[src/rtl/fetch_if.sv]
// Fetch-stage bus: instruction memory request/response, downstream valid/ready
// instruction stream, and the redirect path from execute.
interface fetch_if #(
    parameter int PC_W    = 16,
    parameter int IMEM_AW = 6,
    parameter int INST_W  = 32
);
    logic               imem_req;
    logic [IMEM_AW-1:0] imem_addr;
    logic [INST_W-1:0]  imem_rdata;
    logic               inst_valid;
    logic               inst_ready;
    logic [INST_W-1:0]  inst_data;
    logic [PC_W-1:0]    inst_pc;
    logic               redirect_valid;
    logic [PC_W-1:0]    redirect_pc;

    // master is the fetch unit; slave is memory, execute and the downstream consumer
    modport master (
        output imem_req, imem_addr, inst_valid, inst_data, inst_pc,
        input  imem_rdata, inst_ready, redirect_valid, redirect_pc
    );

    modport slave (
        input  imem_req, imem_addr, inst_valid, inst_data, inst_pc,
        output imem_rdata, inst_ready, redirect_valid, redirect_pc
    );
endinterface

[src/rtl/fetch_unit.sv]
// Instruction fetch stage: sequential PC generation, one-cycle-latency memory
// reads, a small prefetch queue, and redirect flush/squash.
module fetch_unit #(
    parameter int          PC_W     = 16,
    parameter int          IMEM_AW  = 6,
    parameter int          INST_W   = 32,
    parameter int          DEPTH    = 4,
    parameter int unsigned RESET_PC = 0
) (
    input  logic                   clk,
    input  logic                   rst_n,
    input  logic                   lock,
    fetch_if.master                bus,
    output logic [$clog2(DEPTH):0] fifo_count
);
    localparam int PTR_W = $clog2(DEPTH);
    localparam int CNT_W = PTR_W + 1;

    typedef enum logic [1:0] {IDLE, RUN, STALL} state_t;

    state_t            state_q, state_d;
    logic [PC_W-1:0]   fetchPc_q, fetchPc_d;
    logic [PC_W-1:0]   pendPc_q;
    logic              pend_q;
    logic [CNT_W-1:0]  count_q, count_d;
    logic [PTR_W-1:0]  rdPtr_q, wrPtr_q;
    logic [INST_W-1:0] instMem_q [DEPTH];
    logic [PC_W-1:0]   pcMem_q   [DEPTH];

    logic              imemReq;
    logic              push;
    logic              pop;
    logic              instValid;
    logic [CNT_W:0]    inFlight;

    always_ff @(posedge clk or negedge rst_n) begin
        if (!rst_n) state_q <= IDLE;
        else        state_q <= state_d;
    end

    always_comb begin
        state_d = state_q;
        case (state_q)
            IDLE:    if (lock)  state_d = RUN;
            RUN:     if (!lock) state_d = STALL;
            STALL:   if (lock)  state_d = RUN;
            default: state_d = IDLE;
        endcase
    end

    // Counting the in-flight read guarantees a slot for its response, so the queue never overflows.
    assign inFlight  = {1'b0, count_q} + {{CNT_W{1'b0}}, pend_q};
    assign imemReq   = (state_q == RUN) && lock && !bus.redirect_valid
                       && (inFlight < (CNT_W+1)'(DEPTH));
    assign instValid = (count_q != '0);
    assign pop       = instValid && bus.inst_ready;
    assign push      = pend_q && !bus.redirect_valid;

    always_comb begin
        fetchPc_d = fetchPc_q;
        if (bus.redirect_valid)
            fetchPc_d = bus.redirect_pc & ~PC_W'(3);
        else if (imemReq)
            fetchPc_d = fetchPc_q + PC_W'(4);
    end

    always_comb begin
        count_d = count_q + CNT_W'(push) - CNT_W'(pop);
        if (bus.redirect_valid)
            count_d = '0;
    end

    always_ff @(posedge clk or negedge rst_n) begin
        if (!rst_n) begin
            fetchPc_q <= PC_W'(RESET_PC);
            pendPc_q  <= '0;
            pend_q    <= 1'b0;
            count_q   <= '0;
            rdPtr_q   <= '0;
            wrPtr_q   <= '0;
        end else begin
            fetchPc_q <= fetchPc_d;
            pend_q    <= imemReq;
            if (imemReq)
                pendPc_q <= fetchPc_q;
            count_q <= count_d;
            if (bus.redirect_valid) begin
                rdPtr_q <= '0;
                wrPtr_q <= '0;
            end else begin
                if (push) wrPtr_q <= wrPtr_q + PTR_W'(1);
                if (pop)  rdPtr_q <= rdPtr_q + PTR_W'(1);
            end
        end
    end

    // Storage needs no reset: occupancy alone decides what is visible.
    always_ff @(posedge clk) begin
        if (push) begin
            instMem_q[wrPtr_q] <= bus.imem_rdata;
            pcMem_q[wrPtr_q]   <= pendPc_q;
        end
    end

    assign bus.imem_req   = imemReq;
    assign bus.imem_addr  = rst_n ? fetchPc_q[IMEM_AW+1:2] : '0;
    assign bus.inst_valid = instValid;
    assign bus.inst_data  = instValid ? instMem_q[rdPtr_q] : '0;
    assign bus.inst_pc    = instValid ? pcMem_q[rdPtr_q] : '0;
    assign fifo_count     = count_q;
endmodule

[src/flat_wrapper.sv]
// flat-port wrapper written by rule: the top's interface ports become plain ports
module fetch_unit_flat 
#(
    parameter int          PC_W     = 16,
    parameter int          IMEM_AW  = 6,
    parameter int          INST_W   = 32,
    parameter int          DEPTH    = 4,
    parameter int unsigned RESET_PC = 0
)
  (clk, rst_n, lock, fifo_count, bus_imem_req, bus_imem_addr, bus_inst_valid, bus_inst_data, bus_inst_pc, bus_imem_rdata, bus_inst_ready, bus_redirect_valid, bus_redirect_pc);
  fetch_if #(.PC_W(PC_W), .IMEM_AW(IMEM_AW), .INST_W(INST_W)) bus_i ();
  input  logic clk;
  input  logic rst_n;
  input  logic lock;
  output logic [$clog2(DEPTH):0] fifo_count;
  output wire logic [$bits(bus_i.imem_req)-1:0] bus_imem_req;
  output wire logic [$bits(bus_i.imem_addr)-1:0] bus_imem_addr;
  output wire logic [$bits(bus_i.inst_valid)-1:0] bus_inst_valid;
  output wire logic [$bits(bus_i.inst_data)-1:0] bus_inst_data;
  output wire logic [$bits(bus_i.inst_pc)-1:0] bus_inst_pc;
  input wire logic [$bits(bus_i.imem_rdata)-1:0] bus_imem_rdata;
  input wire logic [$bits(bus_i.inst_ready)-1:0] bus_inst_ready;
  input wire logic [$bits(bus_i.redirect_valid)-1:0] bus_redirect_valid;
  input wire logic [$bits(bus_i.redirect_pc)-1:0] bus_redirect_pc;
  assign bus_imem_req = bus_i.imem_req;
  assign bus_imem_addr = bus_i.imem_addr;
  assign bus_inst_valid = bus_i.inst_valid;
  assign bus_inst_data = bus_i.inst_data;
  assign bus_inst_pc = bus_i.inst_pc;
  assign bus_i.imem_rdata = bus_imem_rdata;
  assign bus_i.inst_ready = bus_inst_ready;
  assign bus_i.redirect_valid = bus_redirect_valid;
  assign bus_i.redirect_pc = bus_redirect_pc;
  fetch_unit #(.PC_W(PC_W), .IMEM_AW(IMEM_AW), .INST_W(INST_W), .DEPTH(DEPTH), .RESET_PC(RESET_PC)) u_core (.clk(clk), .rst_n(rst_n), .lock(lock), .bus(bus_i), .fifo_count(fifo_count));
endmodule
[config.mk]
export PLATFORM = sky130hd
export DESIGN_NAME = fetch_unit_flat
export DESIGN_NICKNAME = d
export VERILOG_FILES = /design/src/rtl/fetch_if.sv /design/src/rtl/fetch_unit.sv /design/src/flat_wrapper.sv
export SDC_FILE = /design/constraint.sdc
export NUM_CORES = 1
export LEC_CHECK = 0
export BUFFER_PORTS_ARGS = -buffer_cell sky130_fd_sc_hd__buf_4
export CELL_PAD_IN_SITES_DETAIL_PLACEMENT = 0
export CELL_PAD_IN_SITES_GLOBAL_PLACEMENT = 1
export CORE_ASPECT_RATIO = 0.8
export CORE_MARGIN = 8
export CORE_UTILIZATION = 53
export CTS_CLUSTER_DIAMETER = 80
export CTS_CLUSTER_SIZE = 14
export DETAILED_ROUTE_END_ITERATION = 6
export PLACE_DENSITY = 0.87
export SYNTH_ARGS = -nofsm -noshare
export SYNTH_HDL_FRONTEND = slang
export SYNTH_SLANG_ARGS = --single-unit
[constraint.sdc]
create_clock -name clk -period 3.37 [get_ports clk]
set_input_delay 0.337 -clock clk [delete_from_list [all_inputs] [get_ports clk]]
set_output_delay 0.337 -clock clk [all_outputs]
set_load 0.005 [all_outputs]
==> impl_metrics.csv, run 1 <==
group,metric,value,unit
sta,tightest_slew,748,ps
global_route,gr-total-overflow,0,
clock_tree,cts-root-buf,"clkbuf_16",
power_and_ir_drop,power_density,673,mW/mm^2
sta,whs,34.4,ps
global_route,grt_first_pass_wirelength,26700,microns
route,routed_via_density,5.67,
yosys,synth.most_common_cell,"edfxtp_1",
job,drv_cap,0,
final_layout,stdcell_count,815,
global_route,grt.total_usage,15.7,%
power_and_ir_drop,p_sw,1.80,mW
sta,setup_tns,0,ps
yosys,synth_edf_count,184,
yosys,synth.top_cell.area_share,62.0,%
critical_path,path_max_fanout,25,
clock_tree,clock_path_buffers,3,
global_route,grt_pass1_vias,4946,
final_layout,diodes,0,
yosys,ys_ff_latch,222,
yosys,synth-simple-area-share,7.47,%
yosys,yosysSeqAreaShare,72.6,%
clock_tree,cts_buffers,19,
power_and_ir_drop,totalPowerFinal,7.08,mW
global_route,gr-usage-met3,3.84,%
sta,min_period,2740,ps
critical_path,critical_path_class,"flip-flop to primary output",
global_route,grt_max_degree,49,
yosys,synth_compound_area_share,2.43,%
placed_design,routabilityCongestion,0.800,
sta,rsz0062_at_grt,"false",
global_route,grt_most_used_layer,"met2",
clock_tree,cts_max_level,1,
final_layout,finalNetCount,652,
route,wl,16700,microns
yosys,syn-cell-area,0.00892,sq mm
clock_tree,path_clk_slew,60,ps
yosys,synth_area_leaders,"edfxtp_1 62%, mux4_2 12%, dfrtp_1 11%, and2_1 4.1%, mux2_2 1.8%",
worst_hold_path,min_path_type,"input pin to flip-flop",
route,ant_nets,0,
route,first_pass_iters,5,
route,drcViolationCount,0,
final_layout,final_core_util,63.7,%
sta,period_share,81.4,%
power_and_ir_drop,pwr-share-seq,49.1,%
die,dieArea,0.0213,sq mm
yosys,synthXorXnorAreaFrac,0.688,%
clock_tree,cts_tree,"done",
sta,slew_viol_final,0,
clock_tree,clock_latency,480,ps
yosys,synth_cells,478,
route,post_drt_wl_per_cell,20.5,microns
sta,layout_setup_ws,628,ps
power_and_ir_drop,intPower,5.27,mW
route,drt_iter0_drc,263,
sta,setup_viol,0,
die,fp.coreArea,0.0165,sq mm
placed_design,dpl_worst_slack,996,ps
power_and_ir_drop,ir_drop,0.335,mV
yosys,synth_top_family_by_area,"multiplexers",
critical_path,crit_required,3030,ps
power_and_ir_drop,p_leak,3.68,nW
power_and_ir_drop,p_sw_share,25.5,%
yosys,yosys-top-cells-count,"184 x edfxtp_1, 59 x and2_1, 46 x mux4_2, 38 x dfrtp_1, 15 x nor2_1",
die,die_w,161,microns
global_route,antenna_found_initial,0,
sta,fmax,365,MHz
die,start_util,54.0,%
sta,hold_viol,0,
route,via_count,4624,
sta,finalClockSkew,5.83,ps
yosys,async_flop_share,17.1,%
yosys,yosysTopAreaCell,"edfxtp_1",
die,die_h,132,microns
placed_design,dp.cells,788,
critical_path,crit_path_end_kind,"primary output",
outcome,status,"finished clean",
yosys,syn_area_per_cell,18.7,sq um
final_layout,area_growth_syn_to_layout,17.9,%
global_route,grt.met2_usage,25.8,%
die,ios,112,
clock_tree,cts_resized,0,
placed_design,hpwl,10500,microns
power_and_ir_drop,combPwrFrac,24.0,%
final_layout,drive_gt1_share,34.5,%
die,rows,42,
critical_path,critPathLaunchType,"flip-flop",
sta,relSlewSlack,49.9,%
clock_tree,cts_sinks,222,
placed_design,placed_area,0.00999,sq mm
yosys,synth.area.mux_share,13.5,%
yosys,yosys_warnings,0,
yosys,ys.flop_type,"edfxtp_1",
yosys,synthAdderAreaFrac,1.35,%
final_layout,num-fill-cells,1188,
yosys,synth.distinct_cells,35,
critical_path,worst_ep_arrival_time,2410,ps
clock_tree,cts_setup_buffers,0,
power_and_ir_drop,pwr-share-clk,27.0,%
final_layout,final_cell_area,0.0105,sq mm
global_route,grtUsageMet1,21.2,%
placed_design,io_buffers,107,
==> cells in the final DEF, fill, tap and decap left out, drive strengths merged <==
master and n:
edfxtp 184, buf 116, and2 59, mux4 46
dfrtp 38, clkbuf 25, nor2 15, mux2 14
o311ai 11, nand2 9, inv 9, nand3 9
a31oi 8, ha 8, o31ai 6, or4 6
xnor2 5, nand4 4, and3 3, or3 2
nor2b 2, xor2 2, nand4b 2, o21ai 2
conb 2, and4b 1, a21boi 1, and4 1
mux2i 1, or2 1, o211ai 1, fa 1
dlygate4sd3 1
==> logic make-up (layout without fill, tap and decap cells) <==
family	count (synthesis)	count (layout)
buf+inv	35	151
other cells	1	2
simple gates	114	114
compound gates	29	29
mux	61	61
flops	222	222
fa+ha+maj	9	9
xor+xnor	7	7
==> per-layer routing <==
layer  vias up  share of wire (%)  routed length (microns)
met2       163                 49                     8180
met3        20                7.9                     1320
met1      2338                 42                     7020
met5         -                  0                        0
li1       2103                  -                        -
met4         0                1.0                      170
==> final cells by class <==
class	count	area [sq um]	area share (%)
Clock buffer	25	508	4.83
Clock inverter	1	8.76	0.0833
Inverter	8	30.0	0.286
Multi-Input combinational cell	222	2280	21.7
Sequential cell	222	6480	61.6
Tap cell	220	275	2.62
Timing Repair Buffer	117	931	8.85
==> power groups by stage <==
stage / registers [mW] / logic, mW / clock network, mW
floorplan: 3.38 / 1.04 / 0
global placement: 3.52 / 1.71 / 0
detailed placement: 3.54 / 1.74 / 0
CTS: 3.48 / 1.75 / 1.95
global route: 3.52 / 1.87 / 2.04
finish: 3.47 / 1.69 / 1.91
==> flip-flops by register name, summed over array words and instances, names as in the netlist <==
signal and cells:
u_core.instMem_q 128, u_core.pcMem_q 56, u_core.fetchPc_q 14, u_core.pendPc_q 14, u_core.fifo_count 3, u_core.rdPtr_q 2, u_core.state_q 2, u_core.wrPtr_q 2
u_core.pend_q 1
==> path summary, 6_finish.rpt <==
check	endpoint	start	slack [ps]	cells past startpoint
worst max register to register	u_core.fetchPc_q[11]$_DFFE_PN0P_	u_core.fifo_count[1]$_DFF_PN0_	910	5
worst min register to register	u_core.pcMem_q[1][12]$_DFFE_PP_	u_core.pendPc_q[12]$_DFFE_PN0P_	520	0
worst min-delay path	u_core.state_q[1]$_DFFE_PN0P_	lock	30	2
max in group asynchronous	u_core.rdPtr_q[0]$_DFFE_PN0P_	rst_n	2590	2
worst max-delay path	bus_inst_pc[6]	u_core.rdPtr_q[0]$_DFFE_PN0P_	630	4
min in group asynchronous	u_core.fetchPc_q[7]$_DFFE_PN0P_	rst_n	360	2
==> critical path: stages (launching register included) <==
cell	delay (ps)
dfrtp_4	730
buf_12	290
mux4_2	530
and2_1	200
buf_4	140
==> repair_timing <==
action                                  in CTS  in global routing
endpoints found under the setup margin       0                  0
hold buffers                                 1                  0
hold endpoints to repair                    38                  0
No activity file was read; power rests on OpenSTA's default activity.
==> run 2: changes to the inputs <==
CORE_UTILIZATION = 45   (was 53)
PLACE_DENSITY = 0.79   (was 0.87)
clock period = 2.51 ns   (was 3.37 ns; I/O delays follow)
==> impl_metrics.csv, run 2 (synthesis gave the netlist of run 1 again) <==
group,metric,value,unit
placed_design,dp.cells,839,
sta,setup_tns,0,ps
final_layout,reg.largest.list,"u_core.instMem_q x128, u_core.pcMem_q x56",
power_and_ir_drop,p_sw_share,25.5,%
power_and_ir_drop,pwr-share-seq,47.7,%
clock_tree,cts-root-buf,"clkbuf_16",
global_route,grt_pass1_vias,5081,
global_route,antenna_found_initial,0,
final_layout,largest_reg_flops,128,
route,drcViolationCount,0,
route,first_pass_iters,5,
die,die_h,142,microns
placed_design,hpwl,11000,microns
route,via_count,4772,
power_and_ir_drop,pwr-share-clk,26.6,%
global_route,grt_max_degree,49,
clock_tree,cts_resized,0,
die,start_util,45.4,%
route,ant_nets,0,
final_layout,layout_commonest_cell,"edfxtp_1",
critical_path,r2r_cells,9,
critical_path,critPathLaunchType,"flip-flop",
global_route,gr-total-overflow,0,
final_layout,drive_gt1_share,33.7,%
die,rows,46,
sta,relSlewSlack,65.2,%
route,wl,17200,microns
worst_hold_path,min_path_type,"input pin to flip-flop",
power_and_ir_drop,ir_drop,0.386,mV
placed_design,placed_area,0.0101,sq mm
sta,finalClockSkew,8.99,ps
sta,setup_viol,0,
sta,min_period,2350,ps
final_layout,layout_common_cells,"184 x edfxtp_1, 119 x buf_4, 55 x and2_1, 46 x mux4_2, 36 x dfrtp_1",
clock_tree,cts_sinks,222,
sta,layout_setup_ws,158,ps
power_and_ir_drop,power_density,876,mW/mm^2
clock_tree,cts_tree,"done",
final_layout,diodes,0,
critical_path,rrSetupSlack,310,ps
critical_path,path_max_fanout,17,
placed_design,dpl_worst_slack,293,ps
job,drv_cap,0,
worst_hold_path,holdPathStages,3,
route,drt_iter0_drc,254,
final_layout,finalNetCount,695,
placed_design,io_buffers,107,
final_layout,stdcell_count,902,
final_layout,regMostFlops,"u_core.instMem_q",
outcome,status,"finished clean",
route,routed_via_density,5.29,
die,dieArea,0.0246,sq mm
clock_tree,cts_max_level,1,
final_layout,final_cell_area,0.0110,sq mm
clock_tree,cts_buffers,19,
critical_path,critical_path_class,"flip-flop to primary output",
clock_tree,path_clk_slew,70,ps
sta,whs,17.9,ps
critical_path,crit_path_end_kind,"primary output",
power_and_ir_drop,p_sw,2.46,mW
sta,fmax,425,MHz
final_layout,num-fill-cells,1491,
route,post_drt_wl_per_cell,19.1,microns
final_layout,area_growth_syn_to_layout,23.5,%
critical_path,worst_ep_arrival_time,2100,ps
clock_tree,clock_path_buffers,3,
die,fp.coreArea,0.0196,sq mm
die,ios,112,
critical_path,crit_required,2260,ps
sta,period_share,93.7,%
power_and_ir_drop,p_leak,3.88,nW
global_route,grt_first_pass_wirelength,27500,microns
sta,hold_viol,0,
placed_design,routabilityCongestion,0.768,
global_route,grt.total_usage,13.9,%
sta,tightest_slew,522,ps
clock_tree,clock_latency,480,ps
sta,slew_viol_final,0,
power_and_ir_drop,combPwrFrac,25.7,%
sta,rsz0062_at_grt,"false",
die,die_w,173,microns
power_and_ir_drop,intPower,7.19,mW
run 2: changes by cell type in the layout (fill, tap and decap cells not counted), sizes merged:
cell / before / now
buf: 116 / 126
dlygate4sd3: 1 / 34
run 2: cell type report:
type	instances	area (sq um)	area share (%)
sequential	222	6480	58.9
multi-input combinational	222	2280	20.7
timing repair buffer	160	1370	12.5
clock buffer	25	508	4.61
tap	264	330	3.00
inverter	8	30.0	0.273
clock inverter	1	8.76	0.0795
run 2: timing repair:
| action | 4_1_cts | 5_1_grt |
|---|---|---|
| setup buffers | 3 | 0 |
| endpoints found under the hold margin | 167 | 0 |
| hold buffers | 34 | 0 |
| setup endpoints to repair | 2 | 0 |
run 2: power groups by stage:
stage	sequential [mW]	clock, mW	combinational [mW]
after floorplan	4.54	0	1.40
after global placement	4.68	0	2.41
after detailed placement	4.71	0	2.44
after CTS	4.60	2.64	2.56
after global routing	4.64	2.77	2.74
final	4.60	2.56	2.48
run 2: metrics by stage:
stage          util [%]  total power, mW
6_report           56.1             9.64
3_5_place_dp       51.6             7.16
3_3_place_gp       51.6             7.09
5_1_grt            56.1             10.1
2_1_floorplan         -             5.94
4_1_cts            56.1             9.80
run 2: worst max-delay path: stages (launching register included):
cell and delay, ps:
dfrtp_2 670, buf_4 320, mux4_2 310, and2_1 180
buf_4 140
run 2: worst paths after layout:
kind / from / endpoint
setup / recovery: u_core.rdPtr_q[1]$_DFFE_PN0P_ / bus_inst_pc[5]
hold / removal: bus_redirect_pc[14] / u_core.fetchPc_q[14]$_DFFE_PN0P_
setup reg to reg: u_core.fifo_count[0]$_DFF_PN0_ / u_core.fifo_count[2]$_DFF_PN0_
hold reg to reg: u_core.state_q[1]$_DFFE_PN0P_ / u_core.state_q[0]$_DFFE_PN0P_
max in group asynchronous: rst_n / u_core.rdPtr_q[0]$_DFFE_PN0P_
min in group asynchronous: rst_n / u_core.fetchPc_q[10]$_DFFE_PN0P_
run 2: metal layers:
| layer | up-vias | track usage, % | share of wire (%) |
|---|---|---|---|
| met5 | - | 0 | 0 |
| met4 | 0 | 3.03 | 1.7 |
| met3 | 24 | 3.24 | 6.3 |
| met2 | 153 | 21.8 | 46 |
| met1 | 2413 | 19.5 | 46 |
| li1 | 2182 | - | - |
==> run 3: changes to the inputs <==
CORE_UTILIZATION = 34   (was 45)
PLACE_DENSITY = 0.63   (was 0.79)
==> impl_metrics.csv, run 3 (synthesis gave the netlist of run 1 again) <==
group,metric,value,unit
final_layout,regMostFlops,"u_core.instMem_q",
placed_design,hpwl,12000,microns
sta,relSlewSlack,63.6,%
clock_tree,cts_max_level,1,
route,wl,19000,microns
sta,rsz0062_at_grt,"false",
critical_path,path_max_fanout,16,
final_layout,reg.largest.list,"u_core.instMem_q x128, u_core.pcMem_q x56",
global_route,gr-total-overflow,0,
final_layout,num-fill-cells,2357,
final_layout,seqCellArea,0.00648,sq mm
route,ant_nets,0,
sta,fmax,423,MHz
route,via_count,4852,
sta,hold_viol,0,
die,fp.coreArea,0.0260,sq mm
route,drt_iter0_drc,205,
sta,tightest_slew,546,ps
placed_design,io_buffers,107,
clock_tree,cts_sinks,222,
critical_path,crit_required,2260,ps
clock_tree,path_clk_slew,70,ps
global_route,grt_max_degree,49,
clock_tree,cts_tree,"done",
route,first_pass_iters,4,
final_layout,diodes,0,
sta,min_period,2360,ps
sta,slew_viol_final,0,
outcome,status,"finished clean",
placed_design,routabilityCongestion,0.756,
final_layout,multi_input_area,0.00228,sq mm
global_route,antenna_found_initial,0,
sta,setup_tns,0,ps
worst_hold_path,min_path_type,"input pin to flip-flop",
critical_path,critical_path_class,"flip-flop to primary output",
final_layout,drive_gt1_share,34.2,%
critical_path,crit_path_end_kind,"primary output",
die,dieArea,0.0317,sq mm
global_route,grt_pass1_vias,5340,
clock_tree,clock_path_buffers,3,
final_layout,finalNetCount,700,
global_route,grt.total_usage,11.9,%
critical_path,worst_ep_arrival_time,2110,ps
job,drv_cap,0,
clock_tree,cts_buffers,19,
die,start_util,34.3,%
critical_path,critPathLaunchType,"flip-flop",
power_and_ir_drop,ir_drop,0.382,mV
power_and_ir_drop,p_leak,3.90,nW
die,die_h,161,microns
clock_tree,clock_latency,480,ps
worst_hold_path,min_from,"bus_redirect_pc[15]",
final_layout,layout_commonest_cell,"edfxtp_1",
final_layout,largest_reg_flops,128,
critical_path,critPathLaunch,"u_core.rdPtr_q[0]$_DFFE_PN0P_",
sta,setup_viol,0,
clock_tree,cts-root-buf,"clkbuf_16",
sta,finalClockSkew,10.5,ps
die,die_w,197,microns
final_layout,layout_common_cells,"184 x edfxtp_1, 124 x buf_4, 55 x and2_1, 46 x mux4_2, 36 x dfrtp_1",
route,post_drt_wl_per_cell,19.0,microns
critical_path,r2r-start,"u_core.fifo_count[2]$_DFF_PN0_",
final_layout,final_core_util,42.9,%
route,drcViolationCount,0,
power_and_ir_drop,power_density,874,mW/mm^2
sta,period_share,94.2,%
route,routed_via_density,4.85,
final_layout,area_growth_syn_to_layout,25.2,%
die,ios,112,
global_route,grt_first_pass_wirelength,30100,microns
die,rows,53,
-- run 3: final timing paths --
path	endpoint	slack, ps	cells after the start
max	bus_inst_data[23]	150	4
min	u_core.fetchPc_q[15]$_DFFE_PN0P_	20	3
max reg2reg	u_core.fifo_count[2]$_DFF_PN0_	250	9
min reg2reg	u_core.pcMem_q[3][7]$_DFFE_PP_	520	0
max in group asynchronous	u_core.rdPtr_q[0]$_DFFE_PN0P_	1800	2
min in group asynchronous	u_core.pend_q$_DFF_PN0_	300	2
-- run 3: final cells by class --
cell class	instances	area share (%)
sequential	222	58.1
multi-input combinational	222	20.4
timing repair buffer	165	12.6
clock buffer	26	4.58
tap	357	4.00
inverter	8	0.269
-- run 3: where the power goes --
part	internal, mW	switching, mW	total [mW]
Combinational	1.48	1.11	2.59
Sequential	4.33	0.258	4.58
Clock	1.41	1.18	2.59
Total	7.21	2.55	9.76
-- run 3: timing repair --
action	4_1_cts	5_1_grt
hold buffers	34	0
buffers inserted	5	0
endpoints found under the setup margin	32	0
endpoints found under the hold margin	167	0
resized for setup	0	0
-- run 3: critical path, cell delays in order (launching register included) --
cell and delay [ps]:
dfrtp_4 540, buf_12 220, mux4_2 500, and2_1 210
buf_4 150
-- run 3: per-layer routing --
metal	vias up	global-route usage, %	share of wire (%)
li1	2190	-	-
met1	2526	15.9	46
met3	22	2.82	5.5
met5	-	0	0
met4	0	2.15	1.5
met2	114	19.7	47
-- run 3: through the flow --
| step | std cells | worst slack (ps) | power [mW] | area (sq um) | hold WS, ps |
|---|---|---|---|---|---|
| 6_report | 1000 | 146 | 9.76 | 11200 | 24.5 |
| 5_1_grt | 1000 | 70.3 | 10.3 | 11200 | 17.2 |
| 4_1_cts | 1000 | 114 | 9.96 | 11200 | 3.43 |
| 3_5_place_dp | 935 | 247 | 7.25 | 10300 | 277 |
| 3_3_place_gp | 935 | 252 | 7.18 | 10300 | 268 |
| 2_1_floorplan | 479 | 307 | 5.94 | 8920 | -44.6 |
